==> config.mk <==
export PLATFORM = sky130hd
export DESIGN_NAME = pc_fetch_gen
export DESIGN_NICKNAME = d
export VERILOG_FILES = /design/src/rtl/pc_fetch_gen.sv
export SDC_FILE = /design/constraint.sdc
export NUM_CORES = 1
export LEC_CHECK = 0
export ABC_AREA = 1
export BUFFER_PORTS_ARGS = -buffer_cell sky130_fd_sc_hd__buf_2
export CORE_AREA = 10 10 104 106
export CTS_CLUSTER_SIZE = 10
export DETAILED_ROUTE_END_ITERATION = 7
export DIE_AREA = 0 0 114 116
export PLACE_DENSITY = 0.8
export SYNTH_ARGS = -nofsm -noshare
export SYNTH_HDL_FRONTEND = slang
export SYNTH_SLANG_ARGS = --single-unit
==> constraint.sdc <==
create_clock -name clk -period 1.82 [get_ports clk]
set_input_delay 0.364 -clock clk [delete_from_list [all_inputs] [get_ports clk]]
set_output_delay 0.364 -clock clk [all_outputs]
set_load 0.03 [all_outputs]
==> src/rtl/pc_fetch_gen.sv <==
// -----------------------------------------------------------------------------
// pc_fetch_gen
//   IF-stage program-counter generator with a valid/ready fetch handshake
//   toward the instruction memory port.
//   - Keeps req_valid and pc stable from the first cycle req_valid is high
//     until that request is accepted (fire).
//   - Queues one redirect (flush or branch) that arrives while a request is
//     held. It is applied on the cycle after the fire.
//   - Marks the accepted beat as wrong-path (fetch_discard) when a flush was
//     queued behind it.
//
// Ports
//   clk                 in   1       clock, rising edge
//   reset               in   1       asynchronous reset, active low
//   stall               in   1       1 = do not launch a new fetch
//   branch_flag         in   1       ID-stage branch taken
//   branch_target_addr  in   ADDR_W  branch target
//   flush               in   1       exception/eret flush
//   except_pc           in   ADDR_W  flush target
//   req_ready           in   1       memory accepts the request this cycle
//   req_valid           out  1       fetch request valid
//   pc                  out  ADDR_W  fetch address (= request address)
//   fetch_discard       out  1       accepted beat is wrong-path; drop it
//   fetch_adel          out  1       misaligned fetch address
//
// Build option
//   PC_ALIGN_CHECK_EN : when defined, fetch_adel flags a valid request whose
//                       pc is not a multiple of INST_BYTES. When undefined,
//                       fetch_adel is tied low and no alignment logic exists.
// -----------------------------------------------------------------------------
module pc_fetch_gen #(
  parameter int                ADDR_W     = 32,
  parameter logic [ADDR_W-1:0] RESET_ADDR = 32'hbfc00000,
  parameter int                INST_BYTES = 4,
  parameter int                BOOT_DELAY = 1
) (
  input  logic              clk,
  input  logic              reset,
  input  logic              stall,
  input  logic              branch_flag,
  input  logic [ADDR_W-1:0] branch_target_addr,
  input  logic              flush,
  input  logic [ADDR_W-1:0] except_pc,
  input  logic              req_ready,
  output logic              req_valid,
  output logic [ADDR_W-1:0] pc,
  output logic              fetch_discard,
  output logic              fetch_adel
);

  localparam int CNT_W = (BOOT_DELAY < 2) ? 1 : $clog2(BOOT_DELAY + 1);
  localparam logic [ADDR_W-1:0] PC_STEP = ADDR_W'(INST_BYTES);

  typedef enum logic {
    ST_BOOT = 1'b0,
    ST_RUN  = 1'b1
  } state_t;

  state_t            state_q, state_d;
  logic [CNT_W-1:0]  boot_cnt_q, boot_cnt_d;
  logic [ADDR_W-1:0] pc_q, pc_d;
  logic              held_q, held_d;
  logic              pend_v_q, pend_v_d;
  logic              pend_flush_q, pend_flush_d;
  logic [ADDR_W-1:0] pend_addr_q, pend_addr_d;

  logic              fire;
  logic              hold;

  // ---------------------------------------------------------------------------
  // State register (and all other flops)
  // ---------------------------------------------------------------------------
  always_ff @(posedge clk or negedge reset) begin
    if (!reset) begin
      state_q      <= ST_BOOT;
      boot_cnt_q   <= CNT_W'(BOOT_DELAY);
      pc_q         <= RESET_ADDR;
      held_q       <= 1'b0;
      pend_v_q     <= 1'b0;
      pend_flush_q <= 1'b0;
      pend_addr_q  <= '0;
    end else begin
      state_q      <= state_d;
      boot_cnt_q   <= boot_cnt_d;
      pc_q         <= pc_d;
      held_q       <= held_d;
      pend_v_q     <= pend_v_d;
      pend_flush_q <= pend_flush_d;
      pend_addr_q  <= pend_addr_d;
    end
  end

  // ---------------------------------------------------------------------------
  // Next-state logic: BOOT lasts exactly BOOT_DELAY cycles, RUN is terminal.
  // ---------------------------------------------------------------------------
  always_comb begin
    state_d    = state_q;
    boot_cnt_d = boot_cnt_q;
    case (state_q)
      ST_BOOT: begin
        if (boot_cnt_q != '0) begin
          boot_cnt_d = boot_cnt_q - CNT_W'(1);
        end
        // Leave BOOT on the cycle the counter steps from 1 to 0.
        if (boot_cnt_q <= CNT_W'(1)) begin
          state_d = ST_RUN;
        end
      end
      ST_RUN:  state_d = ST_RUN;
      default: state_d = ST_BOOT;
    endcase
  end

  // ---------------------------------------------------------------------------
  // Output logic: handshake qualifiers
  // ---------------------------------------------------------------------------
  always_comb begin
    req_valid = 1'b0;
    fire      = 1'b0;
    hold      = 1'b0;
    if (state_q == ST_RUN) begin
      // A held request stays valid even when stall rises.
      req_valid = ~stall | held_q;
      fire      = req_valid & req_ready;
      hold      = req_valid & ~req_ready;
    end
  end

  // ---------------------------------------------------------------------------
  // PC / pending-redirect datapath
  // ---------------------------------------------------------------------------
  always_comb begin
    pc_d         = pc_q;
    pend_v_d     = pend_v_q;
    pend_flush_d = pend_flush_q;
    pend_addr_d  = pend_addr_q;
    held_d       = hold;

    if (state_q == ST_RUN) begin
      if (flush && hold) begin
        // A queued flush overrides any queued branch.
        pend_addr_d  = except_pc;
        pend_v_d     = 1'b1;
        pend_flush_d = 1'b1;
      end else if (flush) begin
        pc_d         = except_pc;
        pend_v_d     = 1'b0;
        pend_flush_d = 1'b0;
      end else if (fire) begin
        if (pend_v_q) begin
          pc_d = pend_addr_q;
        end else if (branch_flag) begin
          pc_d = branch_target_addr;
        end else begin
          pc_d = pc_q + PC_STEP;  // wraps modulo 2^ADDR_W
        end
        pend_v_d     = 1'b0;
        pend_flush_d = 1'b0;
      end else if (branch_flag && hold) begin
        // A branch behind a queued flush is wrong-path and is dropped.
        if (!pend_flush_q) begin
          pend_addr_d = branch_target_addr;
          pend_v_d    = 1'b1;
        end
      end
      // A branch seen while stalled and not held is ignored: ID presents it
      // again once the stall clears.
    end
  end

  assign pc            = pc_q;
  assign fetch_discard = fire & pend_flush_q;

`ifdef PC_ALIGN_CHECK_EN
  localparam logic [ADDR_W-1:0] ALIGN_MASK = ADDR_W'(INST_BYTES - 1);
  // The misaligned request is still issued; this only tags the beat.
  assign fetch_adel = req_valid & ((pc_q & ALIGN_MASK) != '0);
`else
  assign fetch_adel = 1'b0;
`endif

endmodule

==> results.json <==
{
  "synth_top_cells_by_count": "264 x sky130_fd_sc_hd__nand2_1, 115 x sky130_fd_sc_hd__nor2_1, 59 x sky130_fd_sc_hd__dfrtp_1, 47 x sky130_fd_sc_hd__o21ai_0, 42 x sky130_fd_sc_hd__inv_1",
  "sequential_area_share_after_synthesis": 0.362,
  "worst_path_dominant_cell_family": "flip-flops",
  "antenna_cells_inserted": 0,
  "die_w_um": 114,
  "synth_flop_cell": "sky130_fd_sc_hd__dfrtp_1",
  "setup.worst_path.start_class": "flip-flop",
  "clock_latency_ps": 350,
  "remaining_drc_errors": 0,
  "synth_async_sr_flop_share": 1.00,
  "grt_first_pass_wirelength_um": 25000,
  "postCtsHoldBufs": 0,
  "worstPathArrival_ps": 1330,
  "path_cells": "inv_1 -> a21oi_4 -> nand2_1 -> nor2_1 -> buf_4",
  "dieArea_mm2": 0.0132,
  "drt_pass1_iterations": 7,
  "synth_area_mm2": 0.00474,
  "setup_total_negative_slack_ps": 0,
  "worstPathBufferInverterCount": 2,
  "number_of_synthesized_flops_with_an_enable_pin": 0,
  "timing.hold.worst.class": "in -> async",
  "antenna_found_initial": 0,
  "static-leakage-power_nw": 2.96,
  "syn-mean-instance-area_um2": 6.45,
  "yosysWarnings": 0,
  "chipHeight_um": 116,
  "fin_worst_skew_ps": 15.9,
  "layout_worst_path_cycle_share": 0.931,
  "end_kind": "primary output",
  "initial_utilization": 0.546,
  "globalRouteTotalUtil": 0.229,
  "maxSlewViolCount": 0,
  "smallest_hold_slack_ps": 2.53,
  "initialDrtViolationCount": 454,
  "synth-seq-cells": 68,
  "status": "complete, no violations",
  "worstSetupPathType": "reg -> out",
  "cts_made_buffers": 9,
  "nNetsFinal": 909,
  "max_cap_viol_count": 0,
  "power.ir.vdd_worst_v": 0.000498,
  "cts-root-buf": "sky130_fd_sc_hd__clkbuf_8",
  "post_synth_num_cell_types": 34,
  "synth_top_cells_by_area": "sky130_fd_sc_hd__dfrtp_1 31%, sky130_fd_sc_hd__nand2_1 21%, sky130_fd_sc_hd__nor2_1 9.1%",
  "drt_wl_total_um": 15200,
  "final_hold_viol_count": 0,
  "synth_largest_type_area_fraction": 0.312,
  "netlist_instances": 734,
  "finalCriticalPeriod_ps": 1690,
  "power.density_cell_area_mw_per_mm2": 915,
  "htreeDepth": 3,
  "tritoncts": "yes",
  "grt_start_max_net_pins": 69,
  "core_mm2": 0.00868,
  "worstPathRequired_ps": 1460,
  "yosysMostFrequentCell": "sky130_fd_sc_hd__nand2_1",
  "fillerInstances": 850,
  "r2r_setup_slack_ps": 160,
  "most_area_hungry_cell_type_in_the_yosys_netlist": "sky130_fd_sc_hd__dfrtp_1",
  "crit_path_max_incr_delay_ps": 370,
  "placement.io_buffers": 103,
  "timing.fmax_mhz": 590,
  "synth_nets": 805,
  "clkSlewWorstSetupHoldPaths_ps": 90,
  "ant_nets": 0,
  "drt-vias-per-instance": 5.45,
  "cp_max_fo": 4,
  "routabilityCongestion": 0.929,
  "timing.final.setup_violations": 0,
  "overflow": 0,
  "routed_via_count": 5185,
  "area_growth_syn_to_layout_pct": 18.9,
  "layout-drive-gt1-share": 0.204,
  "i_o_pins": 105,
  "ctsLongestPathBuffers": 2,
  "rows": 34,
  "wire_per_inst_um": 16.0,
  "cts_num_sinks": 68,
  "critical_path.slowest_cell": "sky130_fd_sc_hd__dfrtp_1",
  "detailedPlacementHpwl_um": 11300,
  "grt_pass1_vias": 5041
}
==> cell type report <==
| cell class | count | area (um2) | area share |
|---|---|---|---|
| Multi-Input combinational cell | 583 | 2680 | 0.475 |
| Sequential cell | 68 | 1720 | 0.305 |
| Timing Repair Buffer | 130 | 746 | 0.132 |
| Inverter | 46 | 173 | 0.0307 |
| Tap cell | 108 | 135 | 0.0240 |
| Clock buffer | 11 | 131 | 0.0233 |
| Clock inverter | 5 | 55.1 | 0.00978 |
==> what timing repair did <==
action                                  4_1_cts  5_1_grt
endpoints found under the setup margin        1       10
resized for setup                             1       11
setup buffers                                 0        4
pin swaps                                     0        0
==> metrics by stage <==
stage,power (mW),std cells,setup slack (ps),cell area [um2],utilization
detailed placement,3.88,931,-11.5,5390,0.621
finish,5.15,951,126,5630,0.649
floorplan,3.26,734,56.3,4740,-
global placement,3.84,931,90.7,5390,0.621
global route,5.48,951,-19.6,5630,0.649
CTS,5.13,947,27.2,5580,0.643
==> cells by family after synthesis <==
kind of cell	count (synthesis)	synth area share
other cells	2	0.00159
buf+inv	83	0.0806
flops	68	0.362
xor+xnor	4	0.00740
simple gates	426	0.355
mux	23	0.0486
compound gates	127	0.143
fa+ha+maj	1	0.00264
==> layout by cell type (no fill, tap or decap), types with 2 or more instances in the layout <==
| cell | count |
|---|---|
| sky130_fd_sc_hd__clkinvlp_4 | 2 |
| sky130_fd_sc_hd__clkinv_2 | 2 |
| sky130_fd_sc_hd__o21ai_0 | 46 |
| sky130_fd_sc_hd__dfrtp_2 | 2 |
| sky130_fd_sc_hd__dfrtp_1 | 57 |
| sky130_fd_sc_hd__clkbuf_8 | 9 |
| sky130_fd_sc_hd__o21ai_1 | 28 |
| sky130_fd_sc_hd__nand3_1 | 39 |
| sky130_fd_sc_hd__buf_2 | 102 |
| sky130_fd_sc_hd__xnor2_1 | 3 |
| sky130_fd_sc_hd__nor2_1 | 112 |
| sky130_fd_sc_hd__inv_1 | 42 |
| sky130_fd_sc_hd__nor2_4 | 2 |
| sky130_fd_sc_hd__a21oi_1 | 39 |
| sky130_fd_sc_hd__o211ai_1 | 5 |
| sky130_fd_sc_hd__nand2_1 | 263 |
| sky130_fd_sc_hd__buf_4 | 26 |
| sky130_fd_sc_hd__conb_1 | 2 |
| sky130_fd_sc_hd__buf_12 | 2 |
| sky130_fd_sc_hd__inv_2 | 3 |
| sky130_fd_sc_hd__o21bai_1 | 2 |
| sky130_fd_sc_hd__nand3_2 | 3 |
| sky130_fd_sc_hd__mux2i_1 | 23 |
| sky130_fd_sc_hd__nand4_1 | 2 |
| sky130_fd_sc_hd__dfstp_2 | 9 |
| sky130_fd_sc_hd__clkbuf_1 | 2 |
| sky130_fd_sc_hd__nor2_2 | 3 |
==> path summary, 6_finish.rpt <==
kind	cells after the start	startpoint	to
min	2	reset	pend_addr_q[19]
min in group clk	3	except_pc[3]	pc[3]
max reg2reg	8	pc[10]	pc[13]
max	5	state_q	fetch_discard
max in group asynchronous	2	reset	pc[4]
min reg2reg	2	pc[0]	pc[0]
==> per-layer routing <==
layer,track usage,up-vias,share of wire,routed length (um)
met1,0.295,2377,0.42,6440
met5,0,-,0,0
li1,-,2552,-,-
met2,0.376,229,0.47,7210
met4,0.0760,0,0.022,327
met3,0.0455,27,0.080,1220
==> state kept, by name (all words and copies together) (netlist names) <==
name	count
pend_v_q	1
state_q	1
pend_flush_q	1
pc	32
held_q	1
pend_addr_q	32
==> power by group <==
part / total, mW / switching (mW) / internal (mW)
clock network: 1.25 / 0.616 / 0.630
registers: 2.18 / 0.324 / 1.86
logic: 1.72 / 1.12 / 0.605
No activity file was read; power rests on OpenSTA's default activity.
